`config.mk`:
```
export PLATFORM = sky130hd
export DESIGN_NAME = display_scan_ctrl
export DESIGN_NICKNAME = d
export VERILOG_FILES = /design/src/rtl/display_scan_ctrl_pkg.sv /design/src/rtl/bcd.sv /design/src/rtl/seven_segment.sv /design/src/rtl/display_scan_ctrl.sv
export SDC_FILE = /design/constraint.sdc
export NUM_CORES = 1
export LEC_CHECK = 0
export BUFFER_PORTS_ARGS = -buffer_cell sky130_fd_sc_hd__buf_2
export CORE_MARGIN = 2
export CORE_UTILIZATION = 25
export CTS_CLUSTER_DIAMETER = 200
export DETAILED_ROUTE_END_ITERATION = 16
export MAX_ROUTING_LAYER = met4
export PLACE_DENSITY = 0.53
export SKIP_LAST_GASP = 1
export SLEW_MARGIN = 15
export SYNTH_ARGS = -nofsm -noshare
export SYNTH_HDL_FRONTEND = slang
export SYNTH_SLANG_ARGS = --single-unit
```
`constraint.sdc`:
```
create_clock -name CLOCK_24 -period 7.2 [get_ports CLOCK_24]
set_input_delay 0.36 -clock CLOCK_24 [delete_from_list [all_inputs] [get_ports CLOCK_24]]
set_output_delay 0.36 -clock CLOCK_24 [all_outputs]
set_load 0.05 [all_outputs]
```
`src/rtl/display_scan_ctrl_pkg.sv`:
```
// Shared constants and types for the six-digit display scanner.
// Segment codes are active-low, bit order {g,f,e,d,c,b,a}.
package disp_defs;

    localparam logic [6:0] SEG_BLANK  = 7'h7F;
    localparam logic [6:0] SEG_DASH   = 7'h3F;
    localparam int         NUM_DIGITS = 6;
    localparam int         NUM_PAIRS  = 3;

    typedef enum logic {
        PAGE_TIME = 1'b0,
        PAGE_DATE = 1'b1
    } page_e;

    // Contents of the register between the splitter stage and the decode/write stage.
    typedef struct packed {
        logic       valid;
        logic [2:0] slot;
        logic [3:0] nibble;
        logic       over;
    } wr_stage_t;

endpackage

```
`src/rtl/bcd.sv`:
```
// Splits a two-digit field into tens and ones nibbles; flags values of 100 and above.
module bcd #(
    parameter int W = 7
) (
    input  logic [W-1:0] value,
    output logic [3:0]   tens,
    output logic [3:0]   ones,
    output logic         over
);

    logic [6:0] low7;

    always_comb begin
        low7 = value[6:0];
        over = (value >= W'(100));
        tens = 4'd0;
        for (int k = 1; k < 10; k++) begin
            if (low7 >= 7'(k * 10)) begin
                tens = 4'(k);
            end
        end
        // The true remainder is below 10, so modulo-16 arithmetic is exact.
        ones = low7[3:0] - tens * 4'd10;
    end

endmodule

```
`src/rtl/seven_segment.sv`:
```
// Decimal nibble to active-low seven-segment code; non-decimal nibbles show blank.
module seven_segment (
    input  logic [3:0] bcd,
    output logic [6:0] seg
);

    always_comb begin
        case (bcd)
            4'd0:    seg = 7'h40;
            4'd1:    seg = 7'h79;
            4'd2:    seg = 7'h24;
            4'd3:    seg = 7'h30;
            4'd4:    seg = 7'h19;
            4'd5:    seg = 7'h12;
            4'd6:    seg = 7'h02;
            4'd7:    seg = 7'h78;
            4'd8:    seg = 7'h00;
            4'd9:    seg = 7'h10;
            default: seg = 7'h7F;
        endcase
    end

endmodule

```
`src/rtl/display_scan_ctrl.sv`:
```
// Scans six digit slots through one shared splitter and decoder into a registered digit buffer.
// Fields are snapshotted when slot 0 issues so a frame never mixes old and new values.
module display_scan_ctrl
    import disp_defs::*;
#(
    parameter int FIELD_W  = 7,
    parameter int SCAN_DIV = 1
) (
    input  logic                   CLOCK_24,
    input  logic                   RESET_N,
    input  logic                   en,
    input  logic                   page_sel,
    input  logic [3*FIELD_W-1:0]   time_fields,
    input  logic [3*FIELD_W-1:0]   date_fields,
    input  logic [2:0]             blink_mask,
    input  logic                   blink_phase,
    output logic [7*NUM_DIGITS-1:0] digit_seg,
    output logic                   frame_done
);

    localparam int            PW         = $clog2(SCAN_DIV + 1);
    localparam logic [PW-1:0] PRESC_LAST = PW'(SCAN_DIV - 1);

    logic [PW-1:0]        presc_q, presc_d;
    logic [2:0]           slot_q, slot_d;
    logic [3*FIELD_W-1:0] snap_q, snap_d;
    wr_stage_t            s1_q, s1_d;
    logic [6:0]           digit_q [NUM_DIGITS];
    logic [6:0]           digit_d [NUM_DIGITS];
    logic                 frame_done_q, frame_done_d;

    logic                 issue;
    logic [3*FIELD_W-1:0] live_fields, frame_fields;
    logic [FIELD_W-1:0]   field;
    logic [3:0]           tens, ones;
    logic                 over;
    logic [6:0]           dec_seg, wr_code;
    logic                 blink_off;

    always_comb begin
        issue   = en && (presc_q == '0);
        presc_d = presc_q;
        if (en) begin
            presc_d = (presc_q == PRESC_LAST) ? '0 : presc_q + PW'(1);
        end
        slot_d = slot_q;
        if (issue) begin
            slot_d = (slot_q == 3'(NUM_DIGITS - 1)) ? 3'd0 : slot_q + 3'd1;
        end
        live_fields  = (page_e'(page_sel) == PAGE_DATE) ? date_fields : time_fields;
        // Slot 0 reads the live fields directly; they become the snapshot for the rest of the frame.
        frame_fields = (slot_q == 3'd0) ? live_fields : snap_q;
        snap_d       = (issue && slot_q == 3'd0) ? live_fields : snap_q;
        case (slot_q[2:1])
            2'd0:    field = frame_fields[0 +: FIELD_W];
            2'd1:    field = frame_fields[FIELD_W +: FIELD_W];
            default: field = frame_fields[2*FIELD_W +: FIELD_W];
        endcase
    end

    bcd #(.W(FIELD_W)) u_bcd (
        .value (field),
        .tens  (tens),
        .ones  (ones),
        .over  (over)
    );

    always_comb begin
        s1_d.valid  = issue;
        s1_d.slot   = slot_q;
        s1_d.nibble = slot_q[0] ? ones : tens;
        s1_d.over   = over;
    end

    seven_segment u_seg (
        .bcd (s1_q.nibble),
        .seg (dec_seg)
    );

    always_comb begin
        case (s1_q.slot[2:1])
            2'd0:    blink_off = blink_mask[0] && !blink_phase;
            2'd1:    blink_off = blink_mask[1] && !blink_phase;
            default: blink_off = blink_mask[2] && !blink_phase;
        endcase
        // Blanking wins over the over-range dash.
        wr_code = blink_off ? SEG_BLANK : (s1_q.over ? SEG_DASH : dec_seg);
        for (int d = 0; d < NUM_DIGITS; d++) begin
            digit_d[d] = digit_q[d];
            if (s1_q.valid && s1_q.slot == 3'(d)) begin
                digit_d[d] = wr_code;
            end
        end
        frame_done_d = s1_q.valid && (s1_q.slot == 3'(NUM_DIGITS - 1));
    end

    always_ff @(posedge CLOCK_24) begin
        if (!RESET_N) begin
            presc_q      <= '0;
            slot_q       <= 3'd0;
            snap_q       <= '0;
            s1_q         <= '0;
            frame_done_q <= 1'b0;
            for (int d = 0; d < NUM_DIGITS; d++) begin
                digit_q[d] <= SEG_BLANK;
            end
        end else begin
            presc_q      <= presc_d;
            slot_q       <= slot_d;
            snap_q       <= snap_d;
            s1_q         <= s1_d;
            frame_done_q <= frame_done_d;
            for (int d = 0; d < NUM_DIGITS; d++) begin
                digit_q[d] <= digit_d[d];
            end
        end
    end

    for (genvar g = 0; g < NUM_DIGITS; g++) begin : g_pins
        assign digit_seg[g*7 +: 7] = digit_q[g];
    end

    assign frame_done = frame_done_q;

endmodule
```
* After elaboration in Yosys (flattened, before gate mapping)
Memory sizes are Yosys's and may differ from the RTL's. A register that Yosys moved wholly into a read port is not among the register bits. Index checks and enable logic that the tools add are counted.
Cells by class: bitwise operators 7, add/subtract/negate cells 3, equal/unequal tests 8, order comparisons 10, reductions and logical operators 16, multiply operators 1, muxes and demuxes 33
Operators with widths (number):
- $mux W7 | 14
- $mux W21 | 2
- $ge A7 B7 Y1 const B | 4
- $ge A7 B6 Y1 const B | 3
- $mux W4 | 4
- $mux W3 | 5
- $ge A7 B5 Y1 const B | 2
- $pmux W7 S2 | 1
- $logic_and A1 B1 Y1 | 11
- $eq A3 B3 Y1 const B | 3
- $ge A7 B4 Y1 const B | 1
- $eq A3 B2 Y1 const B | 2
- $logic_not A3 Y1 | 2
- $or A1 B1 Y1 | 6
- $eq A2 B1 Y1 const B | 2
- $logic_not A2 Y1 | 2
- $mul A4 B3 Y3 const B | 1
- $mux W1 | 4
- $mux W2 | 2
- $sub A4 B4 Y4 | 1
- $add A3 B1 Y3 const B | 1
- $eq A3 B1 Y1 const B | 1
- $pmux W1 S2 | 1
- $add A1 B1 Y1 const B | 1
- other kinds (2) | 2
Word-level totals: ROM bits 112, RAM bits 42, output and inout bits 43, memories kept 2, word-level logic and storage cells 87, register bits after elaboration 31
Memory list:
- (no name shown) | depth 16, bits a word 7, rd ports 1, clocked after memory_dff 1, wr ports 0, RTL line seven_segment.sv:8 | case (bcd)
- digit_q | depth 6, bits a word 7, rd ports 6, clocked after memory_dff 0, wr ports 6, RTL line display_scan_ctrl.sv:28 | logic [6:0] digit_q [NUM_DIGITS];

* Logic depth before layout (Yosys ltp)
depth after elaboration 17, mapped depth 17, mapped depth without buffers 16

* Modules after synthesis
From an unflattened synthesis, not the netlist that was laid out.
Second synthesis, totals: cells, all modules 397, area, all modules 3509.6 sq um
Modules (own cells, without submodules):
- display_scan_ctrl | instances 1, area an instance 3017.9 sq um, cells each 324, seq. area each 1521.5 sq um
- bcd | instances 1, area an instance 281.5 sq um, cells each 40, seq. area each 0.0 sq um
- seven_segment | instances 1, area an instance 210.2 sq um, cells each 33, seq. area each 0.0 sq um

* Worst setup path after synthesis
Ideal clock, no wire load.
kind input to register, start input page_sel, end register u_seg.seg[6] (netlist name), data arrival time 3357 ps, data required time 7066 ps, stages 15, setup slack 3709 ps, cell sequence buf_6 > mux2i_1 > nand2_1 > a22o_1 > clkinv_1 > nor3_1 > o31a_1 > o31a_1 > nor2_1 > ha_1 > fa_1 > a21oi_1 > nand2_1 > a2111oi_0 > nor3_1
Between the ends: longest elaborated chain between the ends 17, elaborated cells on any way between the ends 25
RTL lines:
- start: declaration | RTL line display_scan_ctrl.sv:12 | input logic page_sel,
- $mux W21 (*) | RTL line display_scan_ctrl.sv:50 | live_fields = (page_e'(page_sel) == PAGE_DATE) ? date_fields : time_fields;
- $mux W21 (*) | RTL line display_scan_ctrl.sv:52 | frame_fields = (slot_q == 3'd0) ? live_fields : snap_q;
- $pmux W7 S2 (*) | RTL line display_scan_ctrl.sv:54 | case (slot_q[2:1])
- $ge A7 B4 Y1 | RTL line bcd.sv:18 | if (low7 >= 7'(k * 10)) begin
- $mux W1 | RTL line bcd.sv:18
- $mux W2 (2 in series) | RTL line bcd.sv:18
- $mux W3 (4 in series) | RTL line bcd.sv:18
- $mux W4 (2 in series) | RTL line bcd.sv:18
- $mul A4 B3 Y3 | RTL line bcd.sv:23 | ones = low7[3:0] - tens * 4'd10;
- $sub A4 B4 Y4 | RTL line bcd.sv:23
- $mux W4 (*) | RTL line display_scan_ctrl.sv:71 | s1_d.nibble = slot_q[0] ? ones : tens;
- $mux W4 (no source line) (*)
Every way passes the cells marked *; elsewhere a longest branch is shown, timed or not. A chain may end at the register's enable or synchronous reset.

* Final worst setup path
start register slot_q[0], end register u_seg.seg[6] (netlist name)
Between the ends: longest elaborated chain between the ends 17, elaborated cells on any way between the ends 25
RTL lines:
- start: declaration | RTL line display_scan_ctrl.sv:25 | logic [2:0] slot_q, slot_d;
- start signal: assignment | RTL line display_scan_ctrl.sv:109 | slot_q <= slot_d;
- $logic_not A3 Y1 | RTL line display_scan_ctrl.sv:52
- $mux W21 | RTL line display_scan_ctrl.sv:52
- $pmux W7 S2 | RTL line display_scan_ctrl.sv:54
- $ge A7 B4 Y1 | RTL line bcd.sv:18
- $mux W1 | RTL line bcd.sv:18
- $mux W2 (2 in series) | RTL line bcd.sv:18
- $mux W3 (4 in series) | RTL line bcd.sv:18
- $mux W4 (2 in series) | RTL line bcd.sv:18
- $mul A4 B3 Y3 | RTL line bcd.sv:23
- $sub A4 B4 Y4 | RTL line bcd.sv:23
- $mux W4 (*) | RTL line display_scan_ctrl.sv:71
- $mux W4 (no source line) (*)
Marked as above.

==> metrics.md <==
| Metric | Value |
|---|---|
| Final setup viols | `0` |
| Tightest Pin Transition | `0.918 ns` |
| Slew Viols, Final | `0` |
| Worst Path Max Fanout | `20` |
| Synth area leader | `dfxtp_1` |
| Fin nets | `542` |
| Clock latency on the worst-skew pair | `0.34 ns` |
| Worst stage delay on the critical path | `0.86 ns` |
| Main synth FF type | `dfxtp_1` |
| Cell mode on critical path | `o31a_1` |
| Most frequent cells in the layout | `buf_2, dfxtp_1, nand2_1, o211ai_1, nor2_1` |
| Worst path required time | `7.40 ns` |
| Clock Pin Slew Worst Setup and Hold Paths | `0.06 ns` |
| Ports | `93` |
| Reg2reg path depth | `13` |
| Crit end category | `flop` |
| Critical path, cell by cell | `inv_2, o31ai_2, o31a_1, nor4_1, o31a_1, o31a_1, nor2_1, ha_1, fa_1, a21oi_1, nand2_1, a2111oi_0, nor3_1` |
| Routed Antenna Nets | `0` |
| Max Clk Rate | `0.224 GHz` |
| Synth Instances | `407` |
| RSZ-0062 raised after global routing | `false` |
| Clock sinks | `79` |
| Max clock buf depth | `2` |
| YS warnings | `0` |
| CTS Hold Bufs | `0` |
| Metal2 WL | `4030 um` |
| Initial antenna violation count | `0` |
| EDFF count, synth | `0` |
| Max-cap violations | `0` |
| Overall routed net length | `9130 um` |
| Static leakage | `1.98 nW` |
| Vias | `3204` |
| Mapped Area | `3620 sq um` |
| Number of global-route vias before repair | `3053` |
| Detailed-route DRC error count | `0` |
| CTS tree | `built` |
| Critical-path top delay cell | `dfxtp_1` |
| Unique cell type count in the Yosys netlist | `55` |
| Most common cell after layout, fill and taps aside | `buf_2` |
| Largest cells by area after synthesis | `dfxtp_1, o211ai_1, mux2i_1` |
| Gr ovfl total | `0` |
| R2R Path Start | `slot_q[0]$_SDFFE_PN0P_` |
| Hold Path Class | `input port to flop` |
| Post-CTS setup buffers | `0` |
| Fin crit share | `0.619` |
| Fill cell count | `1480` |
| Worst slew margin | `0.388` |
| Initial DRC Count | `188` |
| PortBufs | `92` |
| Top delay family on crit path | `compound AO/OA/AOI/OAI gates` |
| Internal reg-to-reg setup slack | `2.74 ns` |
| Layout Skew | `0.00857 ns` |
| Routed met1 length | `4600 um` |
| Fin. Hold Viols | `0` |
| Max VDD drop | `0.120 mV` |
| Post-synth ARST share | `0` |
| Post-Syn Area per Cell | `8.89 sq um` |
| Core box area | `14000 sq um` |
| Non-Filler Instances | `670` |
| GP Congestion | `0.818` |
| Gr usage total | `0.125` |
| Final total negative setup slack | `0 ns` |
| Initial Utilization | `0.259` |
| First-pass GRT wire length | `15300 um` |
| Layout cells sized above 1 | `0.253` |
| Placed cells | `654` |
| Min Tclk post-route | `4.46 ns` |
| Via density | `4.78` |
| Top sig layer | `met4` |
| Pin count of the biggest net entering global routing | `52` |
| Yosys reg bits | `79` |
| Rows | `43` |
| Cts repair resizes | `0` |
| Dpl hpwl | `6600 um` |
| Number of H-tree levels | `3` |
| Die area | `15500 sq um` |
| WL met3 | `466 um` |
| Crit Path Class | `flop to flop` |
| Routed WL per cell | `13.6 um` |
| Buf+Inv Stages, Crit Path | `1` |
| Seq/Total Area, Yosys | `0.437` |
| Hold Path Depth | `2` |
| Worst Hold End | `s1_q[8]$_SDFF_PN0_` |
| Hold path startpoint | `en` |
| Drt first pass iters | `4` |
| Status | `finished clean` |
| Worst EP arrival | `4.66 ns` |
| CP Launch Type | `flop` |
| Root Driver | `clkbuf_16` |
| FF-to-FF End | `u_seg.seg[6]$_DFF_P_` |
| Die Y | `124 um` |
| Mapped Nets | `464` |
| Number of inserted diodes | `0` |
| Post-synth top area share | `0.437` |
| Power per cell area | `281 nW/um^2` |
| Die X | `124 um` |
| Syn-to-layout area delta | `24.3%` |
| CTS Buf Count | `9` |
-- layout make-up --
type,count,area [sq um],share of cell area
timing repair buffer,94,475,0.106
clock buffer,10,239,0.0531
inverter,11,41.3,0.00918
sequential,79,1580,0.352
clock inverter,6,51.3,0.0114
tap,180,225,0.0501
multi-input combinational,290,1880,0.419
-- synth_stat cells, drive strengths merged (2+ instances only) --
cell type  number
dfxtp          79
nand2          63
nor2           44
o211ai         44
mux2i          24
clkbuf         22
a211oi         21
a21oi          14
inv            10
nor3            7
o21ai           7
ha              6
and2            5
buf             5
a221oi          4
nand3           4
o31ai           4
a22o            3
a22oi           3
nor2b           3
nor4            3
o31a            3
xnor2           3
a2111oi         2
a31oi           2
a32oi           2
nand2b          2
nor3b           2
o21a            2
or3             2
-- per-layer routing --
| metal | up-vias | track usage |
|---|---|---|
| met1 | 1453 | 0.160 |
| met2 | 105 | 0.188 |
| li1 | 1642 | - |
| met3 | 4 | 0.0421 |
| met4 | 0 | 0.0330 |
| met5 | - | - |
-- where the power goes --
group	internal (W)	total [W]	switching, W
registers	0.000477	0.000500	0.0000232
clock network	0.000247	0.000434	0.000187
logic	0.000121	0.000330	0.000209
total	0.000845	0.00126	0.000419
-- through the flow --
step / hold slack [ns] / total power (W) / cell area [sq um] / setup WS [ns] / util
final: 0.304 / 0.00126 / 4500 / 2.74 / 0.321
after global routing: 0.305 / 0.00134 / 4500 / 2.33 / 0.321
after CTS: 0.285 / 0.00128 / 4500 / 2.85 / 0.321
after detailed placement: 0.467 / 0.000839 / 4210 / 2.78 / 0.301
after global placement: 0.460 / 0.000832 / 4210 / 2.94 / 0.301
after floorplan: 0.473 / 0.000753 / 3620 / 3.71 / -
-- worst max path at each step --
stage	start	to	depth (start not counted)
2_1_floorplan	page_sel	u_seg.seg[6]$_DFF_P_	15
3_3_place_gp	page_sel	u_seg.seg[6]$_DFF_P_	14
3_5_place_dp	page_sel	u_seg.seg[6]$_DFF_P_	14
4_1_cts	slot_q[0]$_SDFFE_PN0P_	u_seg.seg[6]$_DFF_P_	13
5_1_grt	slot_q[0]$_SDFFE_PN0P_	u_seg.seg[6]$_DFF_P_	13
6_report	slot_q[0]$_SDFFE_PN0P_	u_seg.seg[6]$_DFF_P_	13
-- registers in the layout (all words and copies together), names as in the netlist --
| name | count |
|---|---|
| frame_done | 1 |
| u_seg.seg | 7 |
| s1_q | 5 |
| slot_q | 3 |
| digit_q | 42 |
| snap_q | 21 |
-- cell families (layout without fill, tap and decap cells) --
kind of cell,Yosys count,in the layout,share of synthesized area
AOI/OAI and AO/OA,117,117,0.250
xor gates and xnor gates,3,3,0.00726
adders and majority gates,7,7,0.0263
buffers and inverters,38,121,0.0443
DFF,79,79,0.437
muxes,25,25,0.0695
and+or+nand+nor,138,138,0.166
(Power assumes the default switching activity.)
